`src/rtl/proto_serialize.sv`:
```
// Protobuf wire-format field encoder: one field descriptor in, key varint plus
// value bytes out through a single-entry output register with valid/ready flow.
module proto_serialize #(
  parameter int MAX_VARINT_BYTES = 10,
  parameter int LEN_W            = 16
) (
  input  logic        clk_i,
  input  logic        reset_i,
  input  logic        field_valid_i,
  output logic        field_ready_o,
  input  logic [4:0]  fieldNumber_i,
  input  logic [2:0]  wireType_i,
  input  logic [63:0] field_val_i,
  input  logic [7:0]  data_i,
  input  logic        data_valid_i,
  output logic        data_ready_o,
  output logic [7:0]  protoStream_o,
  output logic        protoStream_valid_o,
  input  logic        protoStream_ready_i,
  output logic        field_done_o,
  output logic        error_o
);

  localparam int IDX_W = (MAX_VARINT_BYTES > 8) ? $clog2(MAX_VARINT_BYTES + 1) : 4;

  typedef enum logic [2:0] {IDLE, KEY, VARINT, FIXED, LEN, PAYLOAD} state_t;

  state_t           r_state,     w_state_nxt;
  logic [7:0]       r_out,       w_out_nxt;
  logic             r_out_valid, w_out_valid_nxt;
  logic [2:0]       r_wt,        w_wt_nxt;
  logic [63:0]      r_rem,       w_rem_nxt;
  logic [IDX_W-1:0] r_idx,       w_idx_nxt;
  logic [LEN_W-1:0] r_cnt,       w_cnt_nxt;
  logic             r_fin,       w_fin_nxt;
  logic             r_err,       w_err_nxt;

  logic        w_can_load;
  logic        w_done;
  logic        w_vlast;
  logic        w_wt_ok;
  logic        w_data_ready;
  logic [63:0] w_rem_shr;
  logic [7:0]  w_key;

  function automatic state_t value_state(input logic [2:0] wt);
    case (wt)
      3'd0:    value_state = VARINT;
      3'd2:    value_state = LEN;
      default: value_state = FIXED;
    endcase
  endfunction

  always_comb begin
    // NOTE: every signal written here gets a default first, so no latch is inferred.
    w_can_load   = !r_out_valid || protoStream_ready_i;
    w_done       = r_fin && r_out_valid && protoStream_ready_i && !reset_i;
    w_rem_shr    = r_rem >> 7;
    w_vlast      = (w_rem_shr == 64'd0) || (r_idx == IDX_W'(MAX_VARINT_BYTES - 1));
    w_key        = {fieldNumber_i, wireType_i};
    w_wt_ok      = (wireType_i == 3'd0) || (wireType_i == 3'd1) ||
                   (wireType_i == 3'd2) || (wireType_i == 3'd5);
    w_data_ready = (r_state == PAYLOAD) && !r_fin && w_can_load && !reset_i;

    w_state_nxt     = r_state;
    w_out_nxt       = r_out;
    w_out_valid_nxt = r_out_valid && !protoStream_ready_i;
    w_wt_nxt        = r_wt;
    w_rem_nxt       = r_rem;
    w_idx_nxt       = r_idx;
    w_cnt_nxt       = r_cnt;
    w_fin_nxt       = r_fin;
    w_err_nxt       = 1'b0;

    case (r_state)
      IDLE: begin
        if (field_valid_i) begin
          if (w_wt_ok && (fieldNumber_i != 5'd0)) begin
            // The first key varint byte equals the key itself: bit 7 doubles as the continuation flag.
            w_out_nxt       = w_key;
            w_out_valid_nxt = 1'b1;
            w_wt_nxt        = wireType_i;
            w_rem_nxt       = (wireType_i == 3'd2) ? 64'(field_val_i[LEN_W-1:0]) : field_val_i;
            w_cnt_nxt       = field_val_i[LEN_W-1:0];
            w_idx_nxt       = (wireType_i == 3'd1) ? IDX_W'(8) :
                              (wireType_i == 3'd5) ? IDX_W'(4) : '0;
            w_fin_nxt       = 1'b0;
            w_state_nxt     = w_key[7] ? KEY : value_state(wireType_i);
          end else begin
            w_err_nxt = 1'b1;
          end
        end
      end
      KEY: begin
        if (w_can_load) begin
          w_out_nxt       = 8'h01;
          w_out_valid_nxt = 1'b1;
          w_state_nxt     = value_state(r_wt);
        end
      end
      VARINT, LEN: begin
        if (!r_fin && w_can_load) begin
          w_out_nxt       = {!w_vlast, r_rem[6:0]};
          w_out_valid_nxt = 1'b1;
          w_rem_nxt       = w_rem_shr;
          w_idx_nxt       = r_idx + IDX_W'(1);
          if (w_vlast) begin
            if ((r_state == LEN) && (r_cnt != '0)) begin
              w_state_nxt = PAYLOAD;
            end else begin
              w_fin_nxt = 1'b1;
            end
          end
        end
      end
      FIXED: begin
        if (!r_fin && w_can_load) begin
          w_out_nxt       = r_rem[7:0];
          w_out_valid_nxt = 1'b1;
          w_rem_nxt       = r_rem >> 8;
          w_idx_nxt       = r_idx - IDX_W'(1);
          if (r_idx == IDX_W'(1)) begin
            w_fin_nxt = 1'b1;
          end
        end
      end
      PAYLOAD: begin
        if (w_data_ready && data_valid_i) begin
          w_out_nxt       = data_i;
          w_out_valid_nxt = 1'b1;
          w_cnt_nxt       = r_cnt - LEN_W'(1);
          if (r_cnt == LEN_W'(1)) begin
            w_fin_nxt = 1'b1;
          end
        end
      end
      default: w_state_nxt = IDLE;
    endcase

    // r_fin marks the byte held in the output register as the field's last one.
    if (w_done) begin
      w_state_nxt = IDLE;
      w_fin_nxt   = 1'b0;
    end
  end

  always_ff @(posedge clk_i) begin
    // NOTE: sequential state is updated with non-blocking assignments only.
    if (reset_i) begin
      r_state     <= IDLE;
      r_out       <= '0;
      r_out_valid <= 1'b0;
      r_wt        <= '0;
      r_rem       <= '0;
      r_idx       <= '0;
      r_cnt       <= '0;
      r_fin       <= 1'b0;
      r_err       <= 1'b0;
    end else begin
      r_state     <= w_state_nxt;
      r_out       <= w_out_nxt;
      r_out_valid <= w_out_valid_nxt;
      r_wt        <= w_wt_nxt;
      r_rem       <= w_rem_nxt;
      r_idx       <= w_idx_nxt;
      r_cnt       <= w_cnt_nxt;
      r_fin       <= w_fin_nxt;
      r_err       <= w_err_nxt;
    end
  end

  assign field_ready_o       = (r_state == IDLE) && !reset_i;
  assign data_ready_o        = w_data_ready;
  assign protoStream_o       = r_out;
  assign protoStream_valid_o = r_out_valid;
  assign field_done_o        = w_done;
  assign error_o             = r_err;

endmodule

```
`config.mk`:
```
export PLATFORM = sky130hd
export DESIGN_NAME = proto_serialize
export DESIGN_NICKNAME = d
export VERILOG_FILES = /design/src/rtl/proto_serialize.sv
export SDC_FILE = /design/constraint.sdc
export NUM_CORES = 1
export LEC_CHECK = 0
export CAP_MARGIN = 20
export CORE_ASPECT_RATIO = 1.1
export CORE_MARGIN = 4
export CORE_UTILIZATION = 40
export DETAILED_ROUTE_END_ITERATION = 8
export HOLD_SLACK_MARGIN = 0.08
export PLACE_DENSITY = 0.66
export REMOVE_ABC_BUFFERS = 1
export SLEW_MARGIN = 10
export SYNTH_ARGS = -nofsm -noshare
export SYNTH_HDL_FRONTEND = slang
export SYNTH_SLANG_ARGS = --single-unit
```
`constraint.sdc`:
```
create_clock -name clk_i -period 2.98 [get_ports clk_i]
set_input_delay 0.596 -clock clk_i [delete_from_list [all_inputs] [get_ports clk_i]]
set_output_delay 0.596 -clock clk_i [all_outputs]
set_load 0.02 [all_outputs]
```
=== Yosys cells after proc, flatten, opt, wreduce, memory -nomap -nowiden ===
Index checks and enable logic that the tools add are counted.

* Flip-flop bits (word level): 101
* Bits of input ports: 85
* Output and inout port bits: 13
* Logic and storage cells: 132

* Add/sub/neg operators: 3
* Equality and inequality tests: 23
* Mux-type cells: 51
* Bitwise logic cells: 3
* Reductions and logical operators: 43

{| class="wikitable"
|+ Operator list
! kind !! number
|-
| 64-bit two-way mux || 5
|-
| 64-bit case mux with 3 select lines || 1
|-
| 64-bit logical NOT || 1
|-
| 16-bit two-way mux || 3
|-
| 8-bit two-way mux || 6
|-
| 8-bit case mux with 5 select lines || 1
|-
| 16-bit case mux with 2 select lines || 1
|-
| 3-bit two-way mux || 8
|-
| 4-bit two-way mux || 5
|-
| 2-bit inequality test (second input constant) || 9
|-
| 16-bit by 1-bit == test with 1-bit output (second input constant) || 1
|-
| 16-bit nonzero test || 1
|-
| 16-bit by 1-bit subtractor with 16-bit output (second input constant) || 1
|-
| 1-bit two-way mux || 15
|-
| 7-bit AND reduction || 2
|-
| 3-bit by 2-bit == test with 1-bit output (second input constant) || 4
|-
| 1-bit logical AND || 12
|-
| 3-bit case mux with 2 select lines || 2
|-
| 3-bit case mux with 4 select lines || 1
|-
| 4-bit case mux with 3 select lines || 1
|-
| 10-bit AND reduction || 1
|-
| 5-bit nonzero test || 2
|-
| 3-bit == test (second input constant) || 3
|-
| 3-bit logical NOT || 3
|-
| other kinds (18) || 34
|}

=== Longest topological paths before layout ===
* Word-level depth: 8
* Mapped depth: 9
* Depth with buffers taken out: 7

=== Worst setup path after synthesis ===
Ideal clock, no wire load.

* Path type: input-to-reg
* Start: input fieldNumber_i[4]
* End: register r_cnt[13]
* Setup time: 0.145 ns
* Arrival time: 2.194 ns
* Required time: 2.835 ns
* Path slack: 0.642 ns
* Cell stages on the path: 8
* Buffers on the path: 3
* Path through: or4_1 -> o2111a_1 -> buf_6 -> or2_1 -> buf_2 -> buf_6 -> a21oi_1 -> a211oi_2

* Cells in the longest elaborated chain, start to end: 4

{| class="wikitable"
|+ Ends and longest elaborated chain
! element !! line !! source
|-
| from (decl) || 11 || <nowiki>input logic [4:0] fieldNumber_i,</nowiki>
|-
| 5-bit nonzero test || 78 || <nowiki>if (w_wt_ok && (fieldNumber_i != 5'd0)) begin</nowiki>
|-
| 1-bit logical AND || 78 ||
|-
| 2-bit inequality test (no source line) || n/a ||
|-
| 4-bit AND reduction (no source line) || n/a ||
|-
| to (signal assigned) || 166 || <nowiki>r_cnt <= w_cnt_nxt;</nowiki>
|-
| to (decl) || 34 || <nowiki>logic [LEN_W-1:0] r_cnt, w_cnt_nxt;</nowiki>
|}

Every way passes these cells.
A chain may end at the register's enable or synchronous reset.

=== Worst setup path after layout ===
* Start: input protoStream_ready_i
* End: output data_ready_o

* Cells in the longest elaborated chain, start to end: 3

{| class="wikitable"
|+ Ends and longest elaborated chain
! element !! line !! source
|-
| from (decl) || 19 || <nowiki>input logic protoStream_ready_i,</nowiki>
|-
| 1-bit logical OR || 56 || <nowiki>w_can_load = !r_out_valid || protoStream_ready_i;</nowiki>
|-
| 1-bit logical AND (2 in a row) || 63 || <nowiki>w_data_ready = (r_state == PAYLOAD) && !r_fin && w_can_load && !reset_i;</nowiki>
|-
| to (decl) || 16 || <nowiki>output logic data_ready_o,</nowiki>
|}

Every way passes these cells.

==> qor.csv <==
metric,value,unit
most used standard cells in the synthesized netlist,"sky130_fd_sc_hd__dfxtp_1, sky130_fd_sc_hd__nor2_1, sky130_fd_sc_hd__a21oi_1",
type of element capturing the critical path,primary output,
kind of critical path,input pin to primary output,
peak per-stage delay on the critical path,0.64,ns
CTS max path bufs,2,
arrival time at the worst endpoint,2.26,ns
share of total power consumed by net switching,47.88,%
post-detailed-route wirelength per cell,18.65,um
period utilization,95.75,%
width of the die,125,um
maximum capacitance violations,0,
CTS tree,yes,
Int Pwr,4.556,mW
final setup violation count,0,
Worst Tran Pin Value,0.7633,ns
"Area growth, synth to finish",23.87,%
total of hold buffers inserted after clock tree synthesis,0,
number of setup buffers added after CTS,0,
part of the power in combinational logic,56.1,%
number of antenna violations at the first check in global routing,0,
aggregate global routing overflow,0,
layout cell share with drive strength beyond 1,12.80,%
number of stages on the worst setup path,5,
floorplan die height,136.7,um
total negative setup slack,0,ns
biggest area contributors in the synthesized netlist,"sky130_fd_sc_hd__dfxtp_1, sky130_fd_sc_hd__a211oi_2, sky130_fd_sc_hd__a222oi_1",
most instantiated library cell after synthesis,sky130_fd_sc_hd__dfxtp_1,
kind of launch point of the worst setup path,input pin,
total via count after detailed routing,6264,
Achievable Freq,350.5,MHz
routability congestion estimate from global placement,0.9139,
count of input and output buffers,97,
most numerous cell on the critical path,sky130_fd_sc_hd__clkdlybuf4s50_1,
Synth warnings,0,
total CTS buffers,9,
"delay-heaviest family, CP",buffers and inverters,
leading area contributor after synthesis,sky130_fd_sc_hd__dfxtp_1,
time the final worst path needs with I/O delays and setup,2.853,ns
synth unique cells,61,
antenna-violating nets left,0,
Yosys top cell area share,33.57,%
clock slew seen by the registers of the worst setup and hold paths,0.07,ns
Pwr per Cell Area,1172,nW/um^2
IR Drop Worst-Case VDD,629.8,uV
Crit path buffers/inverters,2,
flip-flop and latch area,2023,um^2
Relative slew margins,49.11,%
status,"complete, but fails checks",
post-CTS resize count,0,
total design power,8.743,mW
cell count after synthesis,733,
HPWL after DPL,13080,um
area inside the core boundary,14620,um^2
met3 Use GR,3.513,%
number of storage elements in the synthesis netlist,101,
summed instance area of the synthesized netlist,6023,um^2
slack of the worst reg-to-reg path,0.55,ns
Pins Over Slew Limit,0,
total die area,17090,um^2
share of async-settable or async-resettable flops after synthesis,0,%
largest net degree at the start of global routing,49,
clock network power share,14.6,%
wire length of the first global-routing pass,30570,um
clock latency on the worst-skew pair,0.36,ns
Worst Path Required,2.38,ns
Synth Area per Inst,8.217,um^2
cell count of the worst hold path,2,
Starting Density,41.20,%
DRC Markers,3,
busiest metal layer after global routing,met2,
Ant. Diodes,0,
met2 Resource Use GR,35.42,%
TritonCTS Sinks,101,
Post-layout nets,883,
Post-synth top flop,sky130_fd_sc_hd__dfxtp_1,
failing checks,DRC,
fill count,1427,
switching power total,4.186,mW
met1 usage,28.88,%
WL final,18440,um
Total Routing Usage GR,21.36,%
setup repair after global routing missed its margin,no,
H-tree depth reported by CTS,3,
clock root buffer,sky130_fd_sc_hd__clkbuf_16,
highest-delay cell along the critical path,sky130_fd_sc_hd__clkdlybuf4s50_1,
number of cell instances on the worst register-to-register path,6,
count of endpoints failing hold in the final timing report,0,
detailed-routing iteration count for the pre-antenna-repair pass,9,
post-detailed-route via-to-cell ratio,6.334,
num rows,46,
number of global-route vias before repair,6011,
Worst Clk Skew,0.009577,ns
leakage power,2.563,nW
proportion of power drawn by flip-flops and latches,29.2,%
maximum fanout encountered on the critical timing path,3,
portion of the post-synthesis area used by sequential elements,33.57,%
drt initial violations,756,
IO Count,98,
number of synthesized flops with an enable pin,0,
"critical path, cell by cell","clkdlybuf4s50_1, nor2b_1, or2_2, nor3_1, clkdlybuf4s50_1",
total area of multi-input combinational cells,3601,um^2
path class of the lowest-slack min-delay path,flop to flop,
tightest hold or removal path, cell delays in order, from the launching register on:
cell,delay (ns)
sky130_fd_sc_hd__dfxtp_1,0.33
sky130_fd_sc_hd__nand2_1,0.06
sky130_fd_sc_hd__a21oi_1,0.05
worst paths after layout:
path	endpoint	from
min	r_rem[2]	r_rem[2]
max reg2reg	r_rem[54]	r_state[1]
max	data_ready_o	protoStream_ready_i
min reg2reg	r_rem[2]	r_rem[2]
layer usage:
layer | vias to the layer above | part of all wire [%]
met5 | - | 0
met1 | 3026 | 44
met3 | 27 | 5.8
li1 | 2972 | -
met4 | 0 | 1.4
met2 | 239 | 48
power groups by stage:
stage | clock network, mW | registers [mW] | logic, mW
4_1_cts | 1.30 | 2.53 | 4.88
6_report | 1.28 | 2.56 | 4.91
3_5_place_dp | 0 | 2.56 | 4.85
2_1_floorplan | 0 | 2.49 | 3.18
3_3_place_gp | 0 | 2.55 | 4.76
5_1_grt | 1.36 | 2.63 | 5.41
final cells by class:
class,count,area share [%]
multi-input combinational,544,48.26
sequential,101,27.12
timing repair buffer,126,16.57
tap,192,3.220
clock buffer,9,3.019
clock inverter,7,1.308
inverter,10,0.5031
per-stage QoR:
stage | std cells | hold slack [ns] | utilization, % | setup WS [ns] | cell area, um^2
after global routing | 989 | 0.4965 | 51.04 | 0.03002 | 7461
after CTS | 989 | 0.4855 | 51.04 | 0.1239 | 7461
after floorplan | 655 | 0.4259 | - | -1.560 | 5649
after detailed placement | 973 | 0.4755 | 48.83 | 0.1001 | 7138
after global placement | 973 | 0.4628 | 48.83 | 0.1311 | 7138
final | 989 | 0.4822 | 51.04 | 0.1267 | 7461
flip-flops by register name (all words and copies together), names as in the netlist:
name                 count
protoStream_valid_o      1
r_wt                     3
r_state                  3
r_rem                   64
r_cnt                   16
error_o                  1
protoStream_o            8
r_idx                    4
r_fin                    1
layout by cell type, fill, tap and decap left out, types with 5 or more instances in the layout:
cell type / count
sky130_fd_sc_hd__a211oi_1: 6
sky130_fd_sc_hd__a211oi_2: 47
sky130_fd_sc_hd__a21oi_1: 72
sky130_fd_sc_hd__a222oi_1: 40
sky130_fd_sc_hd__a22oi_1: 7
sky130_fd_sc_hd__and2_1: 5
sky130_fd_sc_hd__buf_4: 26
sky130_fd_sc_hd__clkbuf_16: 9
sky130_fd_sc_hd__clkdlybuf4s50_1: 96
sky130_fd_sc_hd__dfxtp_1: 100
sky130_fd_sc_hd__ha_1: 6
sky130_fd_sc_hd__inv_1: 10
sky130_fd_sc_hd__mux2i_1: 5
sky130_fd_sc_hd__nand2_1: 52
sky130_fd_sc_hd__nand3_1: 23
sky130_fd_sc_hd__nand4_1: 9
sky130_fd_sc_hd__nor2_1: 74
sky130_fd_sc_hd__nor3_1: 26
sky130_fd_sc_hd__nor3b_1: 5
sky130_fd_sc_hd__nor4_1: 19
sky130_fd_sc_hd__o211ai_1: 19
sky130_fd_sc_hd__o21ai_0: 32
sky130_fd_sc_hd__o22ai_1: 18
logic make-up (layout without fill, tap and decap cells):
family / Yosys count / in the layout / share of synthesized area (%)
AOI/OAI and AO/OA: 292 / 292 / 38.28
xor gates and xnor gates: 1 / 1 / 0.1454
adders and majority gates: 6 / 6 / 1.246
buffers and inverters: 88 / 152 / 6.834
DFF: 101 / 101 / 33.57
muxes: 5 / 5 / 0.8309
and+or+nand+nor: 240 / 240 / 19.09
(Power assumes the default switching activity.)
